<file path="src/rtl/ram_port_arbiter_if.sv">
// Signal bundle between the two RAM requesters, the port arbiter and one RAM port.
// slave = arbiter side, master = requesters + RAM side.
interface ram_port_arbiter_if #(
    parameter int ADDR_W = 9,
    parameter int DATA_W = 16
);
    logic              req0, req1;
    logic              lock0, lock1;
    logic              we0, we1;
    logic [ADDR_W-1:0] addr0, addr1;
    logic [DATA_W-1:0] wdata0, wdata1;
    logic              gnt0, gnt1;
    logic              rvalid0, rvalid1;
    logic [DATA_W-1:0] rdata0, rdata1;
    logic [ADDR_W-1:0] ram_addr;
    logic [DATA_W-1:0] ram_wdata;
    logic              ram_wren;
    logic [DATA_W-1:0] ram_q;

    modport slave (
        input  req0, req1, lock0, lock1, we0, we1, addr0, addr1, wdata0, wdata1, ram_q,
        output gnt0, gnt1, rvalid0, rvalid1, rdata0, rdata1, ram_addr, ram_wdata, ram_wren
    );

    modport master (
        output req0, req1, lock0, lock1, we0, we1, addr0, addr1, wdata0, wdata1, ram_q,
        input  gnt0, gnt1, rvalid0, rvalid1, rdata0, rdata1, ram_addr, ram_wdata, ram_wren
    );
endinterface

</file>
<file path="src/rtl/ram_port_arbiter.sv">
// Round-robin arbiter sharing one RAM port between two requesters, with bounded lock bursts.
// Define ARB_FIXED_PRIO_EN to make requester 0 win every unlocked contention.

// Per-requester read return: valid one cycle after a granted read, data straight from RAM q.
module ram_port_arbiter_rsp #(
    parameter int DATA_W = 16
) (
    input  logic              clock,
    input  logic              resetn,
    input  logic              gnt,
    input  logic              we,
    input  logic [DATA_W-1:0] ram_q,
    output logic              rvalid,
    output logic [DATA_W-1:0] rdata
);
    always_ff @(posedge clock or negedge resetn) begin
        if (!resetn) rvalid <= 1'b0;
        else         rvalid <= gnt & ~we;
    end

    assign rdata = ram_q;
endmodule

module ram_port_arbiter #(
    parameter int ADDR_W    = 9,
    parameter int DATA_W    = 16,
    parameter int BURST_MAX = 16
) (
    input  logic              clock,
    input  logic              resetn,
    ram_port_arbiter_if.slave bus
);
    localparam int CNT_W = $clog2(BURST_MAX + 1);
    localparam logic [CNT_W-1:0] BURST_MAX_C = CNT_W'(BURST_MAX);

    typedef enum logic [1:0] {
        OWN_NONE = 2'd0,
        OWN_0    = 2'd1,
        OWN_1    = 2'd2
    } owner_e;

    owner_e            owner_q, owner_d;
    logic [CNT_W-1:0]  burst_q, burst_d;
    logic              last_q, last_d;
    logic [ADDR_W-1:0] addr_hold_q;
    logic [DATA_W-1:0] wdata_hold_q;

    logic [1:0]             req, lock, we;
    logic [1:0][ADDR_W-1:0] addr;
    logic [1:0][DATA_W-1:0] wdata;
    logic [1:0]             gnt_raw, gnt, rvalid;
    logic [1:0][DATA_W-1:0] rdata;

    logic own_valid, own_id, burst_full, force_yield, contend_win;
    logic win, any_gnt;

    assign req   = {bus.req1, bus.req0};
    assign lock  = {bus.lock1, bus.lock0};
    assign we    = {bus.we1, bus.we0};
    assign addr  = {bus.addr1, bus.addr0};
    assign wdata = {bus.wdata1, bus.wdata0};

`ifdef ARB_FIXED_PRIO_EN
    assign contend_win = 1'b0;
`else
    assign contend_win = ~last_q;
`endif

    // Grant selection: live lock first, forced yield at BURST_MAX, then single/contended request.
    always_comb begin
        own_valid   = (owner_q != OWN_NONE);
        own_id      = (owner_q == OWN_1);
        burst_full  = (burst_q == BURST_MAX_C);
        force_yield = own_valid && req[own_id] && burst_full && req[~own_id];
        gnt_raw     = 2'b00;
        if (force_yield)
            gnt_raw[~own_id] = 1'b1;
        else if (own_valid && req[own_id])
            gnt_raw[own_id] = 1'b1;
        else if (req == 2'b01)
            gnt_raw[0] = 1'b1;
        else if (req == 2'b10)
            gnt_raw[1] = 1'b1;
        else if (req == 2'b11)
            gnt_raw[contend_win] = 1'b1;
    end

    assign gnt     = resetn ? gnt_raw : 2'b00;
    assign any_gnt = |gnt;
    assign win     = gnt[1];

    // Lock/burst bookkeeping; a yielded burst or an idle owner drops the lock.
    always_comb begin
        owner_d = owner_q;
        burst_d = burst_q;
        last_d  = last_q;
        if (any_gnt) begin
            last_d = win;
            if (force_yield || !lock[win]) begin
                owner_d = OWN_NONE;
                burst_d = '0;
            end else begin
                owner_d = win ? OWN_1 : OWN_0;
                if (own_valid && (own_id == win))
                    burst_d = burst_full ? burst_q : burst_q + CNT_W'(1);
                else
                    burst_d = CNT_W'(1);
            end
        end else begin
            owner_d = OWN_NONE;
            burst_d = '0;
        end
    end

    always_ff @(posedge clock or negedge resetn) begin
        if (!resetn) begin
            owner_q <= OWN_NONE;
            burst_q <= '0;
            last_q  <= 1'b1;
        end else begin
            owner_q <= owner_d;
            burst_q <= burst_d;
            last_q  <= last_d;
        end
    end

    // Idle cycles replay the last driven address/data so the RAM pins stay quiet.
    always_ff @(posedge clock or negedge resetn) begin
        if (!resetn) begin
            addr_hold_q  <= '0;
            wdata_hold_q <= '0;
        end else if (any_gnt) begin
            addr_hold_q  <= addr[win];
            wdata_hold_q <= wdata[win];
        end
    end

    assign bus.ram_addr  = any_gnt ? addr[win]  : addr_hold_q;
    assign bus.ram_wdata = any_gnt ? wdata[win] : wdata_hold_q;
    assign bus.ram_wren  = any_gnt & we[win];

    for (genvar i = 0; i < 2; i++) begin : g_rsp
        ram_port_arbiter_rsp #(.DATA_W(DATA_W)) u_rsp (
            .clock  (clock),
            .resetn (resetn),
            .gnt    (gnt[i]),
            .we     (we[i]),
            .ram_q  (bus.ram_q),
            .rvalid (rvalid[i]),
            .rdata  (rdata[i])
        );
    end

    assign bus.gnt0    = gnt[0];
    assign bus.gnt1    = gnt[1];
    assign bus.rvalid0 = rvalid[0];
    assign bus.rvalid1 = rvalid[1];
    assign bus.rdata0  = rdata[0];
    assign bus.rdata1  = rdata[1];
endmodule

</file>
<file path="src/flat_wrapper.sv">
// flat-port wrapper written by rule: the top's interface ports become plain ports
module ram_port_arbiter_flat 
#(
    parameter int ADDR_W    = 9,
    parameter int DATA_W    = 16,
    parameter int BURST_MAX = 16
)
  (clock, resetn, bus_req0, bus_req1, bus_lock0, bus_lock1, bus_we0, bus_we1, bus_addr0, bus_addr1, bus_wdata0, bus_wdata1, bus_ram_q, bus_gnt0, bus_gnt1, bus_rvalid0, bus_rvalid1, bus_rdata0, bus_rdata1, bus_ram_addr, bus_ram_wdata, bus_ram_wren);
  ram_port_arbiter_if #(.ADDR_W(ADDR_W), .DATA_W(DATA_W)) bus_i ();
  input  logic clock;
  input  logic resetn;
  input wire logic [$bits(bus_i.req0)-1:0] bus_req0;
  input wire logic [$bits(bus_i.req1)-1:0] bus_req1;
  input wire logic [$bits(bus_i.lock0)-1:0] bus_lock0;
  input wire logic [$bits(bus_i.lock1)-1:0] bus_lock1;
  input wire logic [$bits(bus_i.we0)-1:0] bus_we0;
  input wire logic [$bits(bus_i.we1)-1:0] bus_we1;
  input wire logic [$bits(bus_i.addr0)-1:0] bus_addr0;
  input wire logic [$bits(bus_i.addr1)-1:0] bus_addr1;
  input wire logic [$bits(bus_i.wdata0)-1:0] bus_wdata0;
  input wire logic [$bits(bus_i.wdata1)-1:0] bus_wdata1;
  input wire logic [$bits(bus_i.ram_q)-1:0] bus_ram_q;
  output wire logic [$bits(bus_i.gnt0)-1:0] bus_gnt0;
  output wire logic [$bits(bus_i.gnt1)-1:0] bus_gnt1;
  output wire logic [$bits(bus_i.rvalid0)-1:0] bus_rvalid0;
  output wire logic [$bits(bus_i.rvalid1)-1:0] bus_rvalid1;
  output wire logic [$bits(bus_i.rdata0)-1:0] bus_rdata0;
  output wire logic [$bits(bus_i.rdata1)-1:0] bus_rdata1;
  output wire logic [$bits(bus_i.ram_addr)-1:0] bus_ram_addr;
  output wire logic [$bits(bus_i.ram_wdata)-1:0] bus_ram_wdata;
  output wire logic [$bits(bus_i.ram_wren)-1:0] bus_ram_wren;
  assign bus_i.req0 = bus_req0;
  assign bus_i.req1 = bus_req1;
  assign bus_i.lock0 = bus_lock0;
  assign bus_i.lock1 = bus_lock1;
  assign bus_i.we0 = bus_we0;
  assign bus_i.we1 = bus_we1;
  assign bus_i.addr0 = bus_addr0;
  assign bus_i.addr1 = bus_addr1;
  assign bus_i.wdata0 = bus_wdata0;
  assign bus_i.wdata1 = bus_wdata1;
  assign bus_i.ram_q = bus_ram_q;
  assign bus_gnt0 = bus_i.gnt0;
  assign bus_gnt1 = bus_i.gnt1;
  assign bus_rvalid0 = bus_i.rvalid0;
  assign bus_rvalid1 = bus_i.rvalid1;
  assign bus_rdata0 = bus_i.rdata0;
  assign bus_rdata1 = bus_i.rdata1;
  assign bus_ram_addr = bus_i.ram_addr;
  assign bus_ram_wdata = bus_i.ram_wdata;
  assign bus_ram_wren = bus_i.ram_wren;
  ram_port_arbiter #(.ADDR_W(ADDR_W), .DATA_W(DATA_W), .BURST_MAX(BURST_MAX)) u_core (.clock(clock), .resetn(resetn), .bus(bus_i));
endmodule
</file>
<file path="config.mk">
export PLATFORM = sky130hd
export DESIGN_NAME = ram_port_arbiter_flat
export DESIGN_NICKNAME = d
export VERILOG_FILES = /design/src/rtl/ram_port_arbiter_if.sv /design/src/rtl/ram_port_arbiter.sv /design/src/flat_wrapper.sv
export SDC_FILE = /design/constraint.sdc
export NUM_CORES = 1
export LEC_CHECK = 0
export CELL_PAD_IN_SITES_DETAIL_PLACEMENT = 2
export CELL_PAD_IN_SITES_GLOBAL_PLACEMENT = 2
export CORE_UTILIZATION = 19
export CTS_CLUSTER_SIZE = 24
export DETAILED_ROUTE_END_ITERATION = 16
export HOLD_SLACK_MARGIN = 0.06
export PLACE_DENSITY_LB_ADDON = 0.1
export SLEW_MARGIN = 25
export SYNTH_ARGS = -nofsm -noshare
export SYNTH_HDL_FRONTEND = slang
export SYNTH_SLANG_ARGS = --single-unit
</file>
<file path="constraint.sdc">
create_clock -name clock -period 2.6 [get_ports clock]
set_input_delay 0.39 -clock clock [delete_from_list [all_inputs] [get_ports clock]]
set_output_delay 0.39 -clock clock [all_outputs]
set_load 0.005 [all_outputs]
</file>
# == Yosys cells after proc, flatten, opt, wreduce, memory -nomap -nowiden ==
# Index checks and enable logic that the tools add are counted.
# totals
reg_bits,35
output_inout_bits,62
word_cells,75
# op_classes
n_addsub,1
magnitude_cmp,7
n_eq_ne,7
muxes,35
bitwise,7
reduce_logical,11
# op_table
cell,n
$mux 16,3
$mux 9,3
$mux 5,4
$mux 1,15
$mux 2,7
$lt 1x2->1 const B,4
$logic_and 1x1->1,7
$eq 2x2->1 const B,3
$add 5x1->5 const B,1
$eq 5x5->1 const B,1
$ne 4x4->1 const B,1
$not 1->1,4
$and 1x1->1,3
$demux 1 s1,3
$ge 1x1->1 const B,3
$eq 2x1->1 const B,1
$reduce_bool 2->1,1
$reduce_or 2->1,1
$eq 1x1->1,1
$logic_not 1->1,1
$logic_or 1x1->1,1

# == Logic depth before layout (Yosys ltp) ==
# Gate-level depths: netlist of run 1.
# depth
word_depth,17
ltp_mapped,9
mapped_depth_nobuf,7

# == Modules after synthesis ==
# Synthesis of run 1 repeated with hierarchy kept, for this count alone.
# hier_totals
hier_cells,198
hier_area_um2,2005.7
# by_module_without_submodules
mod,instances,cells_per_inst,area_each_um2
ram_port_arbiter,1,162,1687.9
ram_port_arbiter_rsp,2,18,158.9

# == Least setup slack after synthesis of run 1 ==
# OpenSTA, ideal clock, no wires.
# synth_timing
kind,reg-to-output
from,register u_core.burst_q[0]
to,output port bus_ram_wdata[10]
t_arrival_ns,2.031
required_time_ns,2.210
path_slack_ns,0.179
path_stages_with_launch,10
n_path_buf,2
cell_sequence,dfrtp_1 > inv_1 > ha_1 > nand4bb_4 > or4_4 > a21bo_1 > and2_4 > buf_6 > buf_6 > a21o_1
# synth_via
elab_chain_len,8
word_cells_on_any_way,9
# synth_rtl
element,line_no,rtl
start: declaration,ram_port_arbiter.sv:43,"logic [CNT_W-1:0] burst_q, burst_d;"
start signal: assignment,ram_port_arbiter.sv:122,burst_q <= burst_d;
$eq 5x5->1 (*),ram_port_arbiter.sv:73,burst_full = (burst_q == BURST_MAX_C);
$logic_and 1x1->1 (*) (2 in series),ram_port_arbiter.sv:74,force_yield = own_valid && req[own_id] && burst_full && req[~own_id];
$mux 2 (*),ram_port_arbiter.sv:76,if (force_yield)
$mux 2 (*),ram_port_arbiter.sv:88,assign gnt = resetn ? gnt_raw : 2'b00;
$mux 16 (implied by the code) (2 in series),ram_port_arbiter.sv:139,assign bus.ram_wdata = any_gnt ? wdata[win] : wdata_hold_q;
$mux 16 (*),ram_port_arbiter.sv:139,
end: declaration,flat_wrapper.sv:30,output wire logic [$bits(bus_i.ram_wdata)-1:0] bus_ram_wdata;
# Mark *: on every way between the ends. The rest lies on a longest branch, timed or not. The select of a mux whose other input is x is not followed.

# == Final worst setup path of run 1 ==
# layout_timing
from,register u_core.burst_q[0]
to,output port bus_ram_wdata[0]
# The elaborated chain is that of the path after synthesis.

==> results of run 1 <==
-- sequential cells by signal, indices dropped and copies added (netlist names) --
name and cells:
u_core.wdata_hold_q 16, u_core.burst_q 5, u_core.g_rsp.u_rsp.rvalid 2, u_core.addr_hold_q 9
u_core.last_q 1, u_core.owner_q 2
-- layout by cell type (no fill, tap or decap), drive strengths merged --
cell type / count
a2111oi: 1
a21bo: 1
a21boi: 1
a21o: 26
a21oi: 5
a221oi: 1
a22o: 25
a22oi: 1
a31oi: 1
and2: 6
and3: 2
and4bb: 1
buf: 95
clkbuf: 8
clkdlybuf4s50: 58
clkinvlp: 1
dfrtp: 34
dfstp: 1
dlygate4sd2: 1
ha: 2
inv: 5
nand2: 6
nand3: 8
nand4bb: 1
nor2: 6
nor2b: 3
nor3: 2
nor4: 1
o21ai: 4
or4: 1
xnor2: 1
xor2: 2
-- cell type report --
type	instances	area [sq um]	share of cell area [%]
multi-input cells	108	852.1	25.41
clock inverters	1	7.507	0.2239
flip-flops and latches	35	877.1	26.16
repair buffers	155	1335	39.81
clock buffers	7	96.34	2.873
well taps	133	166.4	4.963
inverters	5	18.77	0.5597
-- stage by stage --
step | std cells | worst slack (ns) | power [uW] | cell area [sq um]
4_1_cts | 442 | -0.2464 | 1712 | 3333
3_3_place_gp | 400 | -0.4334 | 1183 | 2988
2_1_floorplan | 187 | 0.1789 | 876.9 | 1972
6_report | 444 | -0.1883 | 1685 | 3353
3_5_place_dp | 400 | -0.4495 | 1188 | 2988
5_1_grt | 444 | -0.2878 | 1788 | 3353
-- worst max path at each step --
stage                           start                end  slack (ns)  depth (start not counted)
finish              u_core.burst_q[0]   bus_ram_wdata[0]       -0.19                          9
global route        u_core.burst_q[0]   bus_ram_wdata[5]       -0.29                          9
CTS                 u_core.burst_q[0]    bus_ram_addr[5]       -0.25                          9
detailed placement           bus_req0   bus_ram_wdata[6]       -0.45                          7
global placement             bus_req0   bus_ram_wdata[9]       -0.43                          7
floorplan           u_core.burst_q[0]  bus_ram_wdata[10]        0.18                          9
-- what timing repair did --
item / CTS / global route
setup buffers: 30 / 3
gates cloned: 4 / 1
pin swaps: 31 / 4
setup endpoints to repair: 28 / 27
resized for setup: 131 / 4
endpoints found under the hold margin: 0 / 0
-- routing by layer --
layer,vias to the layer above,GRT usage (%),wire length (um)
met2,82,26.71,4017
met3,20,4.950,594
met4,0,3.980,84
met5,-,0,0
met1,945,18.22,3479
li1,889,-,-
-- cell families after synthesis --
logic type | after synthesis | synth area share, %
compound gates | 66 | 25.95
xor+xnor | 3 | 1.333
fa+ha+maj | 2 | 1.269
buf+inv | 47 | 16.56
flops | 35 | 44.48
simple gates | 34 | 10.41
-- power by group --
part           switching (uW)  internal (uW)
logic                     226            367
clock network             208            241
registers                25.4            618
total                     459           1230
-- critical path, cell delays in order, from the launching register on --
cell and delay [ns]:
sky130_fd_sc_hd__dfrtp_1 0.40, sky130_fd_sc_hd__inv_2 0.09, sky130_fd_sc_hd__ha_4 0.14, sky130_fd_sc_hd__nand4bb_4 0.12, sky130_fd_sc_hd__or4_4 0.50, sky130_fd_sc_hd__a21bo_4 0.25, sky130_fd_sc_hd__and2_4 0.19, sky130_fd_sc_hd__buf_4 0.14
sky130_fd_sc_hd__a21o_1 0.15, sky130_fd_sc_hd__buf_2 0.12
==> results.sh, run 1 <==
export IMPL_holdBufCountCts=0
export IMPL_dpl_hpwl_um=5116
export IMPL_status="finished with violations"
export IMPL_final_min_period_over_clock_period_pct=107.2
export IMPL_power_per_cell_area_nw_per_um2=502.4
export IMPL_coreArea_sq_um=9910
export IMPL_report_final_slew_viol_count=0
export IMPL_worst_r2r_cell_count=10
export IMPL_grt_start_max_net_pins=27
export IMPL_detailedRoute_firstIterationViolations=43
export IMPL_top_cells_by_instance_count_after_synthesis="sky130_fd_sc_hd__dfrtp_1, sky130_fd_sc_hd__buf_4, sky130_fd_sc_hd__a21o_1, sky130_fd_sc_hd__a22o_1, sky130_fd_sc_hd__nand3_1"
export IMPL_cts_h_tree_lvls=2
export IMPL_antenna_found_initial=0
export IMPL_finalWirelength_um=8175
export IMPL_final_util_pct=33.84
export IMPL_antenna_cells=0
export IMPL_cp_data_required_time_ns=2.21
export IMPL_yosysTopAreaCellShare_pct=43.15
export IMPL_via_count=1936
export IMPL_area_growth_pct=70.05
export IMPL_die_w_um=103.9
export IMPL_max_slew_margin_rel_pct=67.25
export IMPL_detail_route_first_pass_iterations=4
export IMPL_worst_hold_slack_across_all_endpoints_ns=0.1129
export IMPL_period_needed_ns=2.788
export IMPL_boundaryPins=136
export IMPL_cts_tree="yes"
export IMPL_std_cell_rows=36
export IMPL_grt_setup_unrepaired="true"
export IMPL_rr_startpoint="u_core.burst_q[0]"
export IMPL_violations="negative setup slack"
export IMPL_netlist_area_sq_um=1972
export IMPL_total_die_area_sq_um=10790
export IMPL_drive_above_1_share_pct=38.91
export IMPL_synth_cell_types=35
export IMPL_setup_reg_to_reg_worst_slack_ns=0.27
export IMPL_synth_async_sr_flop_share_pct=100.0
export IMPL_clock_skew_final_ns=0.009704
export IMPL_synth_top_cells_by_area="sky130_fd_sc_hd__dfrtp_1, sky130_fd_sc_hd__buf_4, sky130_fd_sc_hd__a22o_1, sky130_fd_sc_hd__a21o_1, sky130_fd_sc_hd__nand3_1"
export IMPL_drv_max_cap_violation_count=0
export IMPL_setup_tns_final_ns=-3.937
export IMPL_dieHeight_um=103.9
export IMPL_path_max_fanout=6
export IMPL_r2r_end="u_core.wdata_hold_q[12]"
export IMPL_drc=0
export IMPL_finalHoldViolCount=0
export IMPL_avgViaCountPerCell=4.360
export IMPL_initial_core_util_pct=19.90
export IMPL_clock_tree_buffer_depth=2
export IMPL_yosys_warnings=0
export IMPL_yosys_cell_count_top_type="sky130_fd_sc_hd__dfrtp_1"
export IMPL_hold_class="input pin to async pin"
export IMPL_insertion_delay_ns=0.29
export IMPL_number_of_flops_mapped_to_enable_cells_by_yosys=0
export IMPL_synth_area_per_cell_sq_um=10.54
export IMPL_clk_transition_reported_paths_ns=0.08
export IMPL_clock_sinks=35
export IMPL_netlist_top_cell_by_area="sky130_fd_sc_hd__dfrtp_1"
export IMPL_cts_buffers=5
export IMPL_path_class="register to primary output"
export IMPL_cellLeakagePower_uw=0.001685
export IMPL_grt_first_pass_wirelength_um=12830
export IMPL_filler_cell_count=1122
export IMPL_finalWorstSetupSlack_ns=-0.1883
export IMPL_seq_total_area_yosys_pct=44.48
export IMPL_antenna_violating_nets_post_route=0
export IMPL_nature_of_the_critical_path_startpoint="register"
export IMPL_grt_overflow=0
export IMPL_worstSetupEndpointType="primary output"
export IMPL_vias_in_the_first_global_route=2239
export IMPL_timing_critical_path_arrival_ns=2.40
export IMPL_netlist_instances=187
export IMPL_maximum_achievable_frequency_mhz=358.6
export IMPL_routedWlPerCell_um=18.41
export IMPL_io_buffer_count=87
export IMPL_setup_viol_count_final=26
export IMPL_place_congestion=0.7009
export IMPL_synth_nets=263
export IMPL_ir_drop_v=0.0002067
export IMPL_synth_ff_type="sky130_fd_sc_hd__dfrtp_1"
export IMPL_clockRootBuffer="sky130_fd_sc_hd__clkbuf_8"
export IMPL_final_nets=386
export IMPL_gr_usage_all_layers_pct=15.39
export IMPL_number_of_register_bits_inferred_by_synthesis=35
export IMPL_worst_margin_pin_slew_ns=0.4788
(Power assumes the default switching activity.)
==> inputs of run 2 (changes only) <==
--- a/config.mk
+++ b/config.mk
@@ -8,7 +8,7 @@
 export CELL_PAD_IN_SITES_DETAIL_PLACEMENT = 2
 export CELL_PAD_IN_SITES_GLOBAL_PLACEMENT = 2
 export CORE_UTILIZATION = 19
-export CTS_CLUSTER_SIZE = 24
+export CTS_CLUSTER_SIZE = 10
 export DETAILED_ROUTE_END_ITERATION = 16
 export HOLD_SLACK_MARGIN = 0.06
 export PLACE_DENSITY_LB_ADDON = 0.1
==> results of run 2 <==
No change in the layout: final DEF, timing and power equal those of run 1.
